**config.mk**
```make
export PLATFORM = sky130hd
export DESIGN_NAME = bias_seq_ctrl_layer9_flat
export DESIGN_NICKNAME = d
export VERILOG_FILES = /design/src/rtl/bias_seq_ctrl_layer9_if.sv /design/src/rtl/bias_seq_ctrl_layer9.sv /design/src/flat_wrapper.sv
export SDC_FILE = /design/constraint.sdc
export NUM_CORES = 1
export LEC_CHECK = 0
export CAP_MARGIN = 20
export CELL_PAD_IN_SITES_DETAIL_PLACEMENT = 0
export CELL_PAD_IN_SITES_GLOBAL_PLACEMENT = 2
export CORE_MARGIN = 4
export CORE_UTILIZATION = 23
export CTS_BUF_LIST = sky130_fd_sc_hd__clkbuf_8
export DETAILED_ROUTE_END_ITERATION = 16
export HOLD_SLACK_MARGIN = 0.1
export PLACE_DENSITY = 0.94
export SETUP_SLACK_MARGIN = 0.3
export SLEW_MARGIN = 20
export SYNTH_ARGS = -nofsm -noshare
export SYNTH_HDL_FRONTEND = slang
export SYNTH_SLANG_ARGS = --single-unit
```
**constraint.sdc**
```tcl
create_clock -name clk -period 5.06 [get_ports clk]
set_input_delay 1.518 -clock clk [delete_from_list [all_inputs] [get_ports clk]]
set_output_delay 1.518 -clock clk [all_outputs]
set_load 0.02 [all_outputs]
```
**src/rtl/bias_seq_ctrl_layer9_if.sv**
```systemverilog
// Bias sequencer bus: layer-controller start/status, bias mux select/data, adder-tree handshake.
// master = sequencer side, slave = environment (controller, bias mux, adder tree).
interface bias_seq_ctrl_layer9_if #(
  parameter int unsigned W = 288
);
  logic         start;
  logic [W-1:0] bias_in;
  logic [2:0]   z;
  logic [2:0]   u;
  logic [W-1:0] bias_q;
  logic         bias_valid;
  logic         bias_ready;
  logic         busy;
  logic         done;

  modport master (
    input  start, bias_in, bias_ready,
    output z, u, bias_q, bias_valid, busy, done
  );

  modport slave (
    output start, bias_in, bias_ready,
    input  z, u, bias_q, bias_valid, busy, done
  );
endinterface

```
**src/rtl/bias_seq_ctrl_layer9.sv**
```systemverilog
// Layer-9 bias sequencer: sweeps (u,z) over the bias mux, captures each word and offers it
// to the adder tree. Define BIAS_SEQ_PIPE_EN to add a second settle cycle before capture.
module bias_seq_ctrl_layer9 #(
  parameter int unsigned N_adder_tree = 16,
  parameter int unsigned N_ROWS       = 8,
  parameter int unsigned N_BANKS      = 6
) (
  input logic                    clk,
  input logic                    rst_n,
  bias_seq_ctrl_layer9_if.master bus_io
);
  localparam int unsigned W     = N_adder_tree * 18;
  localparam logic [2:0]  LastZ = 3'(N_ROWS - 1);
  localparam logic [2:0]  LastU = 3'(N_BANKS - 1);

  typedef enum logic [2:0] {
    StIdle,
    StSettle,
    StSettle2,
    StCapture,
    StHold,
    StDone
  } state_e;

  state_e       state_q;
  logic [2:0]   z_q;
  logic [2:0]   u_q;
  logic [W-1:0] bias_q_q;
  logic         valid_q;
  logic         busy_q;
  logic         done_q;

  always_ff @(posedge clk) begin
    if (!rst_n) begin
      state_q  <= StIdle;
      z_q      <= 3'd0;
      u_q      <= 3'd0;
      bias_q_q <= '0;
      valid_q  <= 1'b0;
      busy_q   <= 1'b0;
      done_q   <= 1'b0;
    end else begin
      done_q <= 1'b0;
      unique case (state_q)
        StIdle: begin
          if (bus_io.start) begin
            state_q <= StSettle;
            z_q     <= 3'd0;
            u_q     <= 3'd0;
            busy_q  <= 1'b1;
          end
        end
        StSettle: begin
`ifdef BIAS_SEQ_PIPE_EN
          state_q <= StSettle2;
`else
          state_q <= StCapture;
`endif
        end
        StSettle2: begin
          state_q <= StCapture;
        end
        StCapture: begin
          bias_q_q <= bus_io.bias_in;
          valid_q  <= 1'b1;
          state_q  <= StHold;
        end
        StHold: begin
          if (valid_q && bus_io.bias_ready) begin
            valid_q <= 1'b0;
            if (z_q == LastZ && u_q == LastU) begin
              state_q <= StDone;
              done_q  <= 1'b1;
            end else begin
              // Row wrap moves to row 0 of the next bank.
              if (z_q == LastZ) begin
                z_q <= 3'd0;
                u_q <= u_q + 3'd1;
              end else begin
                z_q <= z_q + 3'd1;
              end
              state_q <= StSettle;
            end
          end
        end
        StDone: begin
          z_q     <= 3'd0;
          u_q     <= 3'd0;
          busy_q  <= 1'b0;
          state_q <= StIdle;
        end
        default: begin
          state_q <= StIdle;
          valid_q <= 1'b0;
          busy_q  <= 1'b0;
        end
      endcase
    end
  end

  assign bus_io.z          = z_q;
  assign bus_io.u          = u_q;
  assign bus_io.bias_q     = bias_q_q;
  assign bus_io.bias_valid = valid_q;
  assign bus_io.busy       = busy_q;
  assign bus_io.done       = done_q;

endmodule

```
**src/flat_wrapper.sv**
```systemverilog
// flat-port wrapper written by rule: the top's interface ports become plain ports
module bias_seq_ctrl_layer9_flat 
#(
  parameter int unsigned N_adder_tree = 16,
  parameter int unsigned N_ROWS       = 8,
  parameter int unsigned N_BANKS      = 6
)
  (clk, rst_n, bus_io_start, bus_io_bias_in, bus_io_bias_ready, bus_io_z, bus_io_u, bus_io_bias_q, bus_io_bias_valid, bus_io_busy, bus_io_done);
  bias_seq_ctrl_layer9_if #(.W(((16) * 18))) bus_io_i ();
  input logic clk;
  input logic rst_n;
  input wire logic [$bits(bus_io_i.start)-1:0] bus_io_start;
  input wire logic [$bits(bus_io_i.bias_in)-1:0] bus_io_bias_in;
  input wire logic [$bits(bus_io_i.bias_ready)-1:0] bus_io_bias_ready;
  output wire logic [$bits(bus_io_i.z)-1:0] bus_io_z;
  output wire logic [$bits(bus_io_i.u)-1:0] bus_io_u;
  output wire logic [$bits(bus_io_i.bias_q)-1:0] bus_io_bias_q;
  output wire logic [$bits(bus_io_i.bias_valid)-1:0] bus_io_bias_valid;
  output wire logic [$bits(bus_io_i.busy)-1:0] bus_io_busy;
  output wire logic [$bits(bus_io_i.done)-1:0] bus_io_done;
  assign bus_io_i.start = bus_io_start;
  assign bus_io_i.bias_in = bus_io_bias_in;
  assign bus_io_i.bias_ready = bus_io_bias_ready;
  assign bus_io_z = bus_io_i.z;
  assign bus_io_u = bus_io_i.u;
  assign bus_io_bias_q = bus_io_i.bias_q;
  assign bus_io_bias_valid = bus_io_i.bias_valid;
  assign bus_io_busy = bus_io_i.busy;
  assign bus_io_done = bus_io_i.done;
  bias_seq_ctrl_layer9 #(.N_adder_tree(N_adder_tree), .N_ROWS(N_ROWS), .N_BANKS(N_BANKS)) u_core (.clk(clk), .rst_n(rst_n), .bus_io(bus_io_i));
endmodule
```
==> flow_summary.ini <==
[global_routing]
grt_max_degree = 160
grt-busiest-layer = met2
grt_pass1_wl_mm = 64.74
track_usage_pct = 15.50
grt_pass1_vias = 11150
grt-ovfl-total = 0
grt_use_met3_pct = 6.979
globalRouteMet2Util_pct = 26.93
antenna_found_initial = 2
gr-usage-met1_pct = 17.10

[critical_path]
end_kind = output port
required_ps = 3540
worst-path-buf-inv = 1
critical_path.max_fanout = 4
critPathSlowestCell = clkdlybuf4s50_1
crit_chain = clkdlybuf4s50_1
cp_top_family = buffers and inverters
crit_type = reg -> out
cp_data_arrival_time_ps = 1790
start_kind = flop
slowest_delay_ps = 790

[clock_network]
cts_tree = done
post-cts-setup-buffers = 0
cts-buffers-inserted = 54
cts_resized = 0
clk_path_buf_depth = 3
cts.root.buffer_cell = clkbuf_8
clk_pin_slew_ps = 70
clk-insertion-delay-late_ps = 610
cts_hold_buffers = 0
htreeDepth = 2
clock-sinks = 300

[timing]
fmax_mhz = 302.0
rsz0062_at_grt = no
worst_pin_slew_ps = 755.5
layout_setup_ws_ps = 1748
final_hold_viol_count = 0
setup_viol = 0
setup_tns_ps = 0
holdWs_ps = 461.8
slew_headroom_pct = 49.63
slew_viol_final = 0
period_needed_ps = 3312
fin_skew_ps = 22.52
period_share_pct = 65.45

[floorplan]
die_width_um = 228.4
die_y_um = 228.4
num_io_pins = 589
die_area_mm2 = 0.05218
rows = 80
core-area_mm2 = 0.04785
start_util_pct = 23.36

[synthesis]
yosys.area.top_type_share_pct = 53.75
synthDistinctLibCells = 39
ys_dominant_reg_cell = dfxtp_1
syn_area_per_cell_um2 = 8.440
synth_area_mm2 = 0.01117
synth-seq-cells = 300
synth_top_area_cell = dfxtp_1
yosys_warnings = 0
synth_area_leaders = dfxtp_1 (54%), nand2_1 (20%), a21boi_0 (19%)
syn_nets = 1620
synthArstFlopShare_pct = 0
synth_edf_count = 0
yosysSeqAreaShare_pct = 53.75
syn_inst = 1324

[routing]
dr_total_vias = 10792
viasPerCell = 4.262
drc = 0
routed_wl_mm = 42.26
first_pass_iters = 6
dr.first_iter.drc_count = 403
antenna_left = 0
detail_route.wl_per_cell_um = 16.69

[layout]
drive_gt1_share_pct = 5.010
multi_input_area_mm2 = 0.004755
final_cells = 2532
syn_to_final_growth_pct = 67.27
fillers = 4885
nNetsFinal = 2173
seq_area_mm2 = 0.006006

[power]
powerDensity_mw_per_mm2 = 335.4
p_leak_nw = 6.366
peakVddDrop_mv = 0.2055

[job]
maxCapViolCount = 0

[placed_design]
post-place-cells = 2435
dp_hpwl_mm = 30.34
gp_congestion = 0.8401
io_buffer_count = 588
dp_slack_ps = 1668

[outcome]
status = complete, no violations

[worst_hold_path]
hold_path_class = reg -> reg
[area by class of cell]
class | instances | share of cell area, %
inverter | 2 | 0.04016
timing repair buffer | 598 | 32.41
clock inverter | 25 | 0.7029
clock buffer | 70 | 5.154
antenna | 1 | 0.01339
multi-input combinational | 921 | 25.44
tap | 615 | 4.117
sequential | 300 | 32.13
[flip-flops by register name, indices dropped and copies added, names as in the netlist]
signal and count:
u_core.bus_io.bias_q 288, u_core.state_q 3, u_core.bus_io.busy 1, u_core.bus_io.bias_valid 1, u_core.bus_io.u 3, u_core.bus_io.done 1, u_core.bus_io.z 3
[kinds of logic after synthesis]
logic type                 share of synthesized area (%)
muxes                                             0.4031
and+or+nand+nor                                    21.38
adders and majority gates                         0.4479
DFF                                                53.75
xor gates and xnor gates                         0.07839
buffers and inverters                              3.897
AOI/OAI and AO/OA                                  20.05
[worst paths after layout]
check                                                           start                                      to  slack [ps]  cells after the start
worst min register to register  u_core.bus_io.bias_q[61]$_SDFFE_PN0P_   u_core.bus_io.bias_q[61]$_SDFFE_PN0P_         460                      2
worst max-delay path                  u_core.bus_io.u[1]$_SDFFE_PN0P_                             bus_io_u[1]        1750                      1
worst min-delay path            u_core.bus_io.bias_q[61]$_SDFFE_PN0P_   u_core.bus_io.bias_q[61]$_SDFFE_PN0P_         460                      2
worst max register to register         u_core.state_q[0]$_SDFFE_PN0P_  u_core.bus_io.bias_q[253]$_SDFFE_PN0P_        2720                      5
[routing by layer]
layer | vias to the layer above | share of wire [%]
met1 | 4952 | 40
met5 | - | 0
li1 | 5376 | -
met3 | 75 | 9.3
met2 | 389 | 48
met4 | 0 | 2.7
[through the flow]
step	area (um^2)	utilization (%)	total power, mW
finish	18690	39.07	6.268
global route	18690	39.07	6.606
CTS	18650	38.99	6.394
detailed placement	17560	36.70	4.033
global placement	17560	36.70	4.014
floorplan	11170	-	3.306
[cell usage after synthesis (2+ instances only)]
cell      instances
nand2_1         585
dfxtp_1         300
a21boi_0        288
clkbuf_1         69
buf_2            29
a21oi_1           4
ha_1              4
and3_1            3
mux2i_1           3
nand3_1           3
nor2_1            3
and2_1            2
inv_1             2
nor2b_1           2
nor3b_1           2
o21ai_0           2
[power breakdown]
part	internal (mW)	leakage, nW	total [mW]	switching [mW]
Sequential	2.54	2.43	2.64	0.104
Clock	1.28	0.631	2.29	1.02
Combinational	0.645	3.31	1.33	0.689
[cells in the final DEF (no fill, tap or decap), types with 2 or more instances in the layout]
cell type / netlist / layout
clkinv_2: 0 / 3
dfxtp_1: 300 / 300
and3_1: 3 / 2
a21boi_0: 288 / 288
inv_1: 2 / 21
nand3_1: 3 / 3
and2_1: 2 / 2
nand2_1: 585 / 584
clkinvlp_4: 0 / 2
o21ai_0: 2 / 2
ha_1: 4 / 4
a21oi_1: 4 / 4
buf_4: 1 / 3
and3_4: 1 / 2
clkbuf_8: 0 / 70
nor3b_1: 2 / 2
buf_12: 0 / 6
mux2i_1: 3 / 3
clkdlybuf4s50_1: 0 / 587
nor2_1: 3 / 3
nor2b_1: 2 / 2
Note: power is estimated with default switching activity, not from simulation.
